===== src/rtl/amstrad_audio_post.sv =====
// Stereo post-processing for the 8-bit PSG mix: DC removal plus one-pole low-pass.
// Both channels are time-multiplexed through one datapath, six clocks per stereo sample.
module amstrad_audio_post #(
    parameter int DC_SHIFT = 12,
    parameter int LP_SHIFT = 2,
    parameter int DC_EN    = 1
) (
    input  logic        clk,
    input  logic        reset,
    input  logic        ce_in,
    input  logic [7:0]  audio_l,
    input  logic [7:0]  audio_r,
    input  logic        mute,
    output logic [15:0] out_l,
    output logic [15:0] out_r,
    output logic        out_valid,
    output logic        overrun
);

    typedef enum logic [2:0] {IDLE, L_DC, L_LP, R_DC, R_LP, DONE} state_t;

    state_t state, state_next;
    logic   take;

    logic [7:0] pend_l, pend_r, work_l, work_r;
    logic       pend_v;

    logic signed [23:0] dc_l, dc_r, lp_l, lp_r;
    logic signed [15:0] hp_reg;

    logic               sel_r;
    logic [7:0]         u_sel;
    logic signed [8:0]  u_c;
    logic signed [15:0] x_sel, hp_sat;
    logic signed [16:0] hp_wide;
    logic signed [23:0] dc_sel, lp_sel, dc_new, lp_new;
    logic signed [24:0] dc_diff, lp_diff, dc_step, lp_step;

    function automatic logic signed [23:0] sat24(input logic signed [24:0] v);
        if (v[24] != v[23]) return v[24] ? 24'sh800000 : 24'sh7fffff;
        return v[23:0];
    endfunction

    function automatic logic signed [15:0] sat16(input logic signed [16:0] v);
        if (v[16] != v[15]) return v[16] ? 16'sh8000 : 16'sh7fff;
        return v[15:0];
    endfunction

    always_comb begin
        state_next = state;
        take       = 1'b0;
        case (state)
            IDLE: begin
                if (pend_v) begin
                    state_next = L_DC;
                    take       = 1'b1;
                end
            end
            L_DC:    state_next = L_LP;
            L_LP:    state_next = R_DC;
            R_DC:    state_next = R_LP;
            R_LP:    state_next = DONE;
            DONE:    state_next = IDLE;
            default: state_next = IDLE;
        endcase
    end

    always_ff @(posedge clk or posedge reset) begin
        if (reset) state <= IDLE;
        else       state <= state_next;
    end

    // A strobe coinciding with a take refills pending rather than counting as an overrun.
    always_ff @(posedge clk or posedge reset) begin
        if (reset) begin
            pend_l  <= 8'd0;
            pend_r  <= 8'd0;
            pend_v  <= 1'b0;
            work_l  <= 8'd0;
            work_r  <= 8'd0;
            overrun <= 1'b0;
        end else begin
            if (take) begin
                work_l <= pend_l;
                work_r <= pend_r;
            end
            if (ce_in) begin
                pend_l <= mute ? 8'd128 : audio_l;
                pend_r <= mute ? 8'd128 : audio_r;
                pend_v <= 1'b1;
                if (pend_v && !take) overrun <= 1'b1;
            end else if (take) begin
                pend_v <= 1'b0;
            end
        end
    end

    always_comb begin
        sel_r  = (state == R_DC) || (state == R_LP);
        u_sel  = sel_r ? work_r : work_l;
        u_c    = $signed({1'b0, u_sel}) - 9'sd128;
        x_sel  = {u_c, 7'd0};
        dc_sel = sel_r ? dc_r : dc_l;
        lp_sel = sel_r ? lp_r : lp_l;

        if (DC_EN != 0) hp_wide = {x_sel[15], x_sel} - {dc_sel[23], dc_sel[23:8]};
        else            hp_wide = {x_sel[15], x_sel};
        hp_sat = sat16(hp_wide);

        dc_diff = {x_sel[15], x_sel, 8'd0} - {dc_sel[23], dc_sel};
        dc_step = dc_diff >>> DC_SHIFT;
        dc_new  = sat24({dc_sel[23], dc_sel} + dc_step);

        // The LP stage consumes the hp value registered during the preceding DC cycle.
        lp_diff = {hp_reg[15], hp_reg, 8'd0} - {lp_sel[23], lp_sel};
        lp_step = lp_diff >>> LP_SHIFT;
        lp_new  = sat24({lp_sel[23], lp_sel} + lp_step);
    end

    // lp stays within hp<<8, so lp[23:8] is already inside the 16-bit output range.
    always_ff @(posedge clk or posedge reset) begin
        if (reset) begin
            dc_l   <= 24'sd0;
            dc_r   <= 24'sd0;
            lp_l   <= 24'sd0;
            lp_r   <= 24'sd0;
            hp_reg <= 16'sd0;
            out_l  <= 16'd0;
            out_r  <= 16'd0;
        end else begin
            case (state)
                L_DC: begin
                    dc_l   <= dc_new;
                    hp_reg <= hp_sat;
                end
                L_LP: begin
                    lp_l  <= lp_new;
                    out_l <= lp_new[23:8];
                end
                R_DC: begin
                    dc_r   <= dc_new;
                    hp_reg <= hp_sat;
                end
                R_LP: begin
                    lp_r  <= lp_new;
                    out_r <= lp_new[23:8];
                end
                default: ;
            endcase
        end
    end

    assign out_valid = (state == DONE);

endmodule


===== config.mk =====
export PLATFORM = sky130hd
export DESIGN_NAME = amstrad_audio_post
export DESIGN_NICKNAME = d
export VERILOG_FILES = /design/src/rtl/amstrad_audio_post.sv
export SDC_FILE = /design/constraint.sdc
export NUM_CORES = 1
export LEC_CHECK = 0
export BUFFER_PORTS_ARGS = -buffer_cell sky130_fd_sc_hd__buf_2
export CORE_ASPECT_RATIO = 1.75
export CORE_UTILIZATION = 57
export DETAILED_ROUTE_END_ITERATION = 8
export PLACE_DENSITY_LB_ADDON = 0.05
export REMOVE_ABC_BUFFERS = 1
export SETUP_SLACK_MARGIN = 0.4
export SYNTH_ARGS = -nofsm -noshare
export SYNTH_HDL_FRONTEND = slang
export SYNTH_SLANG_ARGS = --single-unit

===== constraint.sdc =====
create_clock -name clk -period 6.25 [get_ports clk]
set_clock_uncertainty 0.1 [all_clocks]
set_input_delay 1.25 -clock clk [delete_from_list [all_inputs] [get_ports clk]]
set_output_delay 1.25 -clock clk [all_outputs]
set_load 0.05 [all_outputs]

Yosys cells after proc, flatten, opt, wreduce, memory -nomap -nowiden

Cells that the tools add are included.
Widths: inputs -> output; s select.

Add/sub/neg operators: 6
Multiply operators: 0
Div/mod/pow operators: 0
$lt $le $gt $ge: 0
Equal/unequal tests: 9
Shift-type cells: 0
Multiplexer cells: 23
Bitwise operators: 0
Reduce and logical (&&, ||, !) cells: 7

Operator list:

| cell                | count |
|---|---|
| $mux 24             | 8 |
| $sub 24x24->25      | 2 |
| $mux 16             | 3 |
| $add 24x13->25      | 1 |
| $add 24x23->25      | 1 |
| $mux 8              | 3 |
| $sub 16x16->17      | 1 |
| $pmux 3 s5          | 1 |
| $sub 8x8->9 const B | 1 |
| $mux 1              | 7 |
| $eq 3x2->1 const B  | 2 |
| $eq 3x3->1 const B  | 2 |
| $eq 3x1->1 const B  | 1 |
| $logic_not 3->1     | 1 |
| $mux 3              | 1 |
| $ne 1x1->1          | 3 |
| $ne 2x2->1 const B  | 1 |
| $reduce_and 2->1    | 1 |
| $reduce_bool 2->1   | 1 |
| $reduce_or 2->1     | 1 |
| $logic_and 1x1->1   | 1 |
| $logic_not 1->1     | 1 |
| $logic_or 1x1->1    | 1 |

Flip-flop bits (word level): 181
Bits in latches: 0
Bits in writable memories: 0
Memory bits (read-only): 0
Input bits: 20
Output and inout port bits: 34
Logic and storage cells: 59
Memories kept: 0

Depth between registers and ports, before layout

Gate-level depths: netlist of the first run.

Depth after elaboration: 9
Gate-level depth with buffers: 33

Least setup slack after synthesis of the first run

Ideal clock, no wire load.

Path kind: reg-to-reg
Start point: register state[0]
End point: register lp_r[0]
Arrival time: 6564 ps
Required time: 6019 ps
Setup slack: -545 ps
Cell stages (with the launch flop): 31
Path buffers: 5
Clock period less this slack: 6795 ps
Cells stage by stage: dfrtp_1 -> buf_6 -> and3b_1 -> buf_2 -> nor2_1 -> buf_2 -> buf_1 -> mux2i_1 -> ha_1 -> o221ai_1 -> o31ai_1 -> maj3_1 -> and4_1 -> o21a_1 -> o21a_1 -> o21a_1 -> o21a_1 -> o21a_1 -> o21a_1 -> nor2_1 -> ha_1 -> a21oi_1 -> o21ai_0 -> a21oi_1 -> o21bai_1 -> a2111oi_0 -> o31ai_4 -> a21boi_2 -> buf_2 -> a21oi_1 -> a21oi_1

Word-level cells in the longest chain between the ends: 8
Elaborated cells between the ends (all ways): 11
Classes of those cells: 2 x add/sub; 3 x eq/ne; 5 x mux; 1 x reduce/logical

Ends and longest elaborated chain:

| item                                     | RTL line | source |
|---|---|---|
| start: declaration                       | 22       | `state_t state, state_next;` |
| start signal: assignment                 | 70       | `else state <= state_next;` |
| $eq 3x2->1 or $eq 3x3->1 (tied branches) | 99, 131  |  |
| $logic_or 1x1->1                         | 99       | `sel_r = (state == R_DC) \|\| (state == R_LP);` |
| $mux 24                                  | 104      | `lp_sel = sel_r ? lp_r : lp_l;` |
| $sub 24x24->25                           | 115      | `lp_diff = {hp_reg[15], hp_reg, 8'd0} - {lp_sel[23], lp_sel};` |
| $add 24x23->25                           | 117      | `lp_new = sat24({lp_sel[23], lp_sel} + lp_step);` |
| $mux 24 or $ne 1x1->1 (tied branches)    | 40       | `if (v[24] != v[23]) return v[24] ? 24'sh800000 : 24'sh7fffff;` |
| $mux 24 or $mux 1 (tied branches)        | 40       |  |
| $mux 24                                  | 41       | `return v[23:0];` |
| end signal: assignment                   | 145      | `lp_r <= lp_new;` |
| end: declaration                         | 28       | `logic signed [23:0] dc_l, dc_r, lp_l, lp_r;` |

Parallel ways exist; a longest one is shown, timed or not. The select of a mux whose other input is x is not followed.
A chain may end at the register's enable or synchronous reset.

Final worst setup path of the first run

Start point: register state[0]
End point: register out_l[3]

Word-level cells in the longest chain between the ends: 8
Elaborated cells between the ends (all ways): 12
Classes of those cells: 2 x add/sub; 4 x eq/ne; 5 x mux; 1 x reduce/logical

Ends and longest elaborated chain:

| item                                     | RTL line | source |
|---|---|---|
| $eq 3x2->1 or $eq 3x3->1 (tied branches) | 99       |  |
| $logic_or 1x1->1                         | 99       |  |
| $mux 24                                  | 104      |  |
| $sub 24x24->25                           | 115      |  |
| $add 24x23->25                           | 117      |  |
| $mux 24 or $ne 1x1->1 (tied branches)    | 40       |  |
| $mux 24 or $mux 1 (tied branches)        | 40       |  |
| $mux 24                                  | 41       |  |
| end signal: assignment                   | 138      | `out_l <= lp_new[23:8];` |
| end: declaration                         | 14       | `output logic [15:0] out_l,` |

Parallel ways exist; a longest one is shown, timed or not. The select of a mux whose other input is x is not followed.

==> results of run 1 <==
==> per-stage QoR <==
step	setup WS [ps]	instance area, sq um	setup TNS (ps)	util, %
floorplan	-2530	11600	-194880	-
global placement	0.640	13500	0	64.7
detailed placement	-147	13500	-949	64.7
CTS	394	14600	0	69.9
global route	47.7	16100	0	77.0
finish	331	16100	0	77.0
==> kinds of logic after synthesis <==
family / Yosys count / share of synthesized area (%)
AO/OA/AOI/OAI: 412 / 23.1
AND/OR/NAND/NOR: 489 / 18.7
multiplexers: 44 / 3.79
flip-flops: 149 / 30.5
buffers and inverters: 174 / 6.77
XOR/XNOR: 105 / 7.65
adder cells (fa/ha/maj): 96 / 9.39
==> worst reg2reg max path: stages (launching register included) <==
cell	delay, ps
dfrtp_2	440
or3b_4	470
buf_12	180
buf_12	170
o221ai_1	270
buf_4	250
a31o_2	220
nand3_1	90
o211ai_1	360
o21a_1	200
o21a_1	170
o21a_1	190
o21a_1	180
o21a_1	190
o21a_1	200
nor2_2	50
xnor2_1	130
ha_2	390
buf_6	110
nand4_1	140
o21ai_1	210
a21oi_2	50
buf_6	140
xnor2_4	360
clkbuf_16	240
maj3_2	210
o21ai_1	60
==> cell usage in the layout, fill, tap and decap left out, types with 7 or more instances in the layout <==
| cell | instances |
|---|---|
| a22o_1 | 15 |
| nor2_4 | 9 |
| dfrtp_1 | 147 |
| o221ai_1 | 11 |
| nor2_1 | 77 |
| maj3_1 | 17 |
| a21oi_2 | 24 |
| clkbuf_16 | 21 |
| buf_4 | 216 |
| mux2_2 | 18 |
| mux2i_1 | 21 |
| ha_4 | 9 |
| buf_6 | 18 |
| inv_1 | 61 |
| o211ai_1 | 10 |
| maj3_2 | 15 |
| o21bai_1 | 16 |
| a221o_1 | 7 |
| nand3_1 | 61 |
| a21o_1 | 15 |
| a21oi_1 | 56 |
| buf_2 | 53 |
| o31ai_1 | 7 |
| o21ai_1 | 42 |
| o21ai_0 | 61 |
| nand2_1 | 195 |
| ha_1 | 48 |
| and2_1 | 7 |
| o21a_1 | 15 |
| nand2b_1 | 15 |
| a211oi_1 | 7 |
| xnor2_1 | 63 |
| nor2_2 | 12 |
| buf_12 | 12 |
| a31oi_1 | 7 |
| xor2_1 | 34 |
| a22oi_1 | 10 |
| nor3b_1 | 20 |
| o21ai_2 | 21 |
| nor3_1 | 26 |
==> worst max path at each step <==
stage | startpoint | end | slack (ps) | depth (start not counted)
after floorplan | state[0] | dc_l[0] | -2530 | 25
after global placement | state[0] | out_l[12] | 0.6 | 22
after detailed placement | state[2] | out_r[11] | -150 | 22
after CTS | state[1] | out_r[2] | 390 | 27
after global routing | state[0] | out_r[2] | 50 | 26
final | state[0] | out_l[3] | 330 | 26
==> metal layers <==
layer	wire [microns]	vias to the layer above	GRT usage [%]	part of all wire, %
li1	-	5680	-	-
met1	14500	5875	36.9	35
met2	21600	456	65.1	52
met3	1830	185	4.87	4.4
met4	3580	0	28.0	8.6
met5	0	-	0	0
==> layout make-up <==
class / instances / area (sq um) / area share [%]
Multi-Input combinational cell: 1148 / 8690 / 53.9
Sequential cell: 149 / 3730 / 23.2
Timing Repair Buffer: 306 / 2490 / 15.4
Clock buffer: 19 / 453 / 2.81
Tap cell: 252 / 315 / 1.96
Inverter: 69 / 264 / 1.64
Clock inverter: 13 / 169 / 1.05
==> what timing repair did <==
action / CTS / global route
endpoints found under the hold margin: 0 / 0
gates resized for setup: 79 / 196
pin swaps: 26 / 83
gates cloned: 3 / 5
endpoints found under the setup margin: 94 / 95
setup buffers: 10 / 70
==> results.yml, run 1 <==
outcome:
  outcome: "complete, no violations"
synth:
  yosysWarnings: 0
  syn_inst: 1469
  synth_common_cells: "197 x nand2_1, 149 x dfrtp_1, 96 x o21ai_0, 95 x nor2_1, 82 x a21oi_1"
  synth_edf_count: 0
  syn_avg_cell_area_sq_um: 8.31
  ys_ff_latch: 149
  yosysSeqAreaShare_pct: 30.5
  synth_top_area_share_pct: 30.5
  ys_async_sr_fraction_pct: 100
  ys_types: 94
  syn_area_sq_um: 12200
  yosysMostFrequentCell: "nand2_1"
  synth_area_leader_cell: "dfrtp_1"
  synth_area_leaders: "dfrtp_1 31%, ha_1 6.4%, nand2_1 6.1%"
  ys.flop_type: "dfrtp_1"
floorplan:
  fp-row-count: 70
  fp.dieH_microns: 196
  start_util_pct: 58.3
  core_area_sq_um: 20900
  die_x_microns: 113
  design.die.area_sq_um: 22000
  ios: 54
hold_path:
  worstHoldPathCells: 2
  hp-start: "hp_reg[13]"
  hold_class: "reg2reg"
  min_to: "hp_reg[13]"
global_routing:
  track_usage_pct: 36.0
  antenna_found_initial: 0
  grt_pass1_wl_microns: 60900
  grt_max_degree: 101
  grt_pass1_vias: 11800
  grt.overflow.total: 0
setup_path:
  crit_buf_inv: 6
  reg2reg_to: "out_l[3]"
  cpPeakStageDelay_ps: 470
  crit_arrival_ps: 6120
  reg2reg_depth: 26
  r2r-start: "state[0]"
  cp-end-kind: "flip-flop"
  path_class: "reg2reg"
  required_ps: 6450
  cp_top_family: "compound AO/OA/AOI/OAI gates"
  cp_max_fo: 30
  r2r_slack_ps: 330
  cpMostUsedCell: "o21a_1"
  start_kind: "flip-flop"
  critPathSlowestCell: "or3b_4"
cts:
  cts-root-buf: "clkbuf_16"
  cts_tree: "built"
  cts_buffers: 17
  cts_sinks: 149
  insertion_delay_ps: 440
  clock_path_buffers: 2
  h-tree-depth: 4
  cts_hold_buf: 0
  clk_pin_slew_ps: 70
sta:
  slew_violations: 0
  min_period_ps: 5920
  worst_slew_pin_slew_ps: 1110
  relSlewSlack_pct: 25.6
  finalHoldViolations: 0
  setup_viol: 0
  post-route-period-util_pct: 94.7
  fmax_mhz: 169
  rsz0062_at_grt: "yes"
  hold_ws_ps: 375
detailed_routing:
  drt_iter0_markers: 766
  routedWlPerCell_microns: 21.2
  postRouteAntennaNets: 0
  vias: 12200
  drc: 0
  routed_wl_microns: 41500
  via_per_inst: 6.24
  firstDrtPassIters: 6
placed_design:
  dp_cells: 1836
  numPortBuffers: 53
  gp_congestion: 0.958
  dp.final_hpwl_microns: 28500
final_layout:
  drive_above_1_share_pct: 32.9
  fillers: 1538
  num-nets-final: 1775
  instances_no_fill: 1956
  synthToLayoutAreaGrowth_pct: 31.9
  n_antenna_cell: 0
  top_regs: "dc_l x24, dc_r x24"
run:
  drv_cap: 0
Power of run 1 is left out: the tool's default activity adds up to more than one toggle a clock period on the data nets, which glitch-free logic cannot reach.
==> run 2, diff against run 1 <==
ABC_AREA = 1   (was unset)
==> results.yml, run 2 <==
outcome:
  outcome: "complete, no violations"
global_routing:
  grt_pass1_vias: 10800
  grt.overflow.total: 0
  grt_pass1_wl_microns: 50700
  track_usage_pct: 31.6
  antenna_found_initial: 0
  grt_max_degree: 99
placed_design:
  dp_cells: 1946
  dp.final_hpwl_microns: 23500
  gp_congestion: 0.934
  numPortBuffers: 53
final_layout:
  drive_above_1_share_pct: 9.22
  top_regs: "dc_l x24, dc_r x24"
  final_cell_mix: "702 x nand2_1, 181 x inv_1, 147 x dfrtp_1"
  instances_no_fill: 1981
  n_antenna_cell: 0
  synthToLayoutAreaGrowth_pct: 8.49
  num-nets-final: 1808
  final_common_cell: "nand2_1"
cts:
  cts_tree: "built"
  insertion_delay_ps: 440
  clk_pin_slew_ps: 60
  h-tree-depth: 4
  cts_sinks: 149
  cts_buffers: 17
  cts_hold_buf: 0
  cts-root-buf: "clkbuf_16"
  clock_path_buffers: 2
synth:
  syn_inst: 1718
  syn_area_sq_um: 11600
  ys_ff_latch: 149
  ys_async_sr_fraction_pct: 100
  synth_common_cells: "703 x nand2_1, 182 x inv_1, 149 x dfrtp_1, 94 x nand3_1, 91 x o21ai_0"
  syn_avg_cell_area_sq_um: 6.75
  yosysSeqAreaShare_pct: 32.1
  synth_area_leader_cell: "dfrtp_1"
  yosysWarnings: 0
  ys_types: 55
  synth_top_area_share_pct: 32.1
  ys.flop_type: "dfrtp_1"
  synth_area_leaders: "dfrtp_1 32%, nand2_1 23%, ha_1 6.7%"
  yosysMostFrequentCell: "nand2_1"
  synth_edf_count: 0
sta:
  post-route-period-util_pct: 87.4
  slew_violations: 0
  fmax_mhz: 183
  rsz0062_at_grt: "no"
  worst_slew_pin_slew_ps: 989
  relSlewSlack_pct: 34.0
  min_period_ps: 5460
  setup_viol: 0
  setup_tns_ps: 0
  finalHoldViolations: 0
setup_path:
  cp.depth: 31
  endpoint: "dc_r[15]"
  required_ps: 6470
  cp-startpoint: "state[0]"
  critPathSlowestCell: "dfrtp_1"
  start_kind: "flip-flop"
  cp-end-kind: "flip-flop"
  cpMostUsedCell: "nand2_1"
  path_class: "reg2reg"
  crit_buf_inv: 4
  cpPeakStageDelay_ps: 470
  reg2reg_depth: 31
  crit_arrival_ps: 5690
  r2r_slack_ps: 790
  cp_max_fo: 28
  cp_top_family: "simple AND/OR/NAND/NOR gates"
  r2r-start: "state[0]"
  reg2reg_to: "dc_r[15]"
detailed_routing:
  drc: 0
  firstDrtPassIters: 5
  drt_iter0_markers: 543
  routedWlPerCell_microns: 16.1
  via_per_inst: 5.43
  routed_wl_microns: 31900
  postRouteAntennaNets: 0
  vias: 10800
floorplan:
  fp.dieH_microns: 191
  start_util_pct: 58.5
  core_area_sq_um: 19800
  die_x_microns: 110
  ios: 54
  fp-row-count: 68
  design.die.area_sq_um: 21000
hold_path:
  hold_class: "reg2reg"
run:
  drv_cap: 0
-- run 2: tightest hold or removal path, cell delays in order, from the launching register on --
cell and delay [ps]:
dfrtp_1 340, nand2_1 50, nand2_1 50
-- run 2: worst min path at each step --
stage          depth (start not counted)     from  slack (ps)      end
6_report                               2  lp_l[2]         370  lp_l[2]
3_5_place_dp                           2  lp_l[5]         360  lp_l[5]
2_1_floorplan                          2  lp_l[0]         340  lp_l[0]
3_3_place_gp                           2  lp_l[1]         350  lp_l[1]
4_1_cts                                2  lp_l[2]         380  lp_l[2]
5_1_grt                                1  overrun         390  overrun
-- run 2: stage by stage --
stage                     util, %  worst slack, ps  hold slack (ps)  area (sq um)
after floorplan                 -              236              340         11100
after global placement       59.4              364              353         11800
after detailed placement     59.4              364              358         11800
after CTS                    62.6              394              376         12400
after global routing         63.5              387              387         12600
final                        63.5              786              371         12600
-- run 2: logic make-up after synthesis --
group	share of synthesized area (%)
AOI/OAI and AO/OA	10.6
xor gates and xnor gates	6.32
buffers and inverters	10.8
adders and majority gates	7.03
muxes	0.0863
and+or+nand+nor	33.0
DFF	32.1
-- run 2: per-layer routing --
metal  vias up  GRT usage, %  part of all wire, %
li1       5439             -                    -
met2       238          58.9                   54
met4         0          20.3                  5.9
met1      4993          31.3                   37
met3        96          5.30                  3.2
met5         -             0                    0
-- run 2: cell type report --
class	count	area, sq um
multi-input cells	1294	6730
clock inverters	11	150
flip-flops and latches	149	3730
clock buffers	20	457
repair buffers	68	480
well taps	245	307
fillers	1906	7230
inverters	194	733
-- run 2: repair_timing --
| item | 4_1_cts | 5_1_grt |
|---|---|---|
| buffers inserted | 0 | 2 |
| cloned | 0 | 2 |
| setup endpoints to repair | 36 | 92 |
| pin swaps | 0 | 4 |
| resized for setup | 3 | 29 |
Power of run 2 is left out for the same reason.
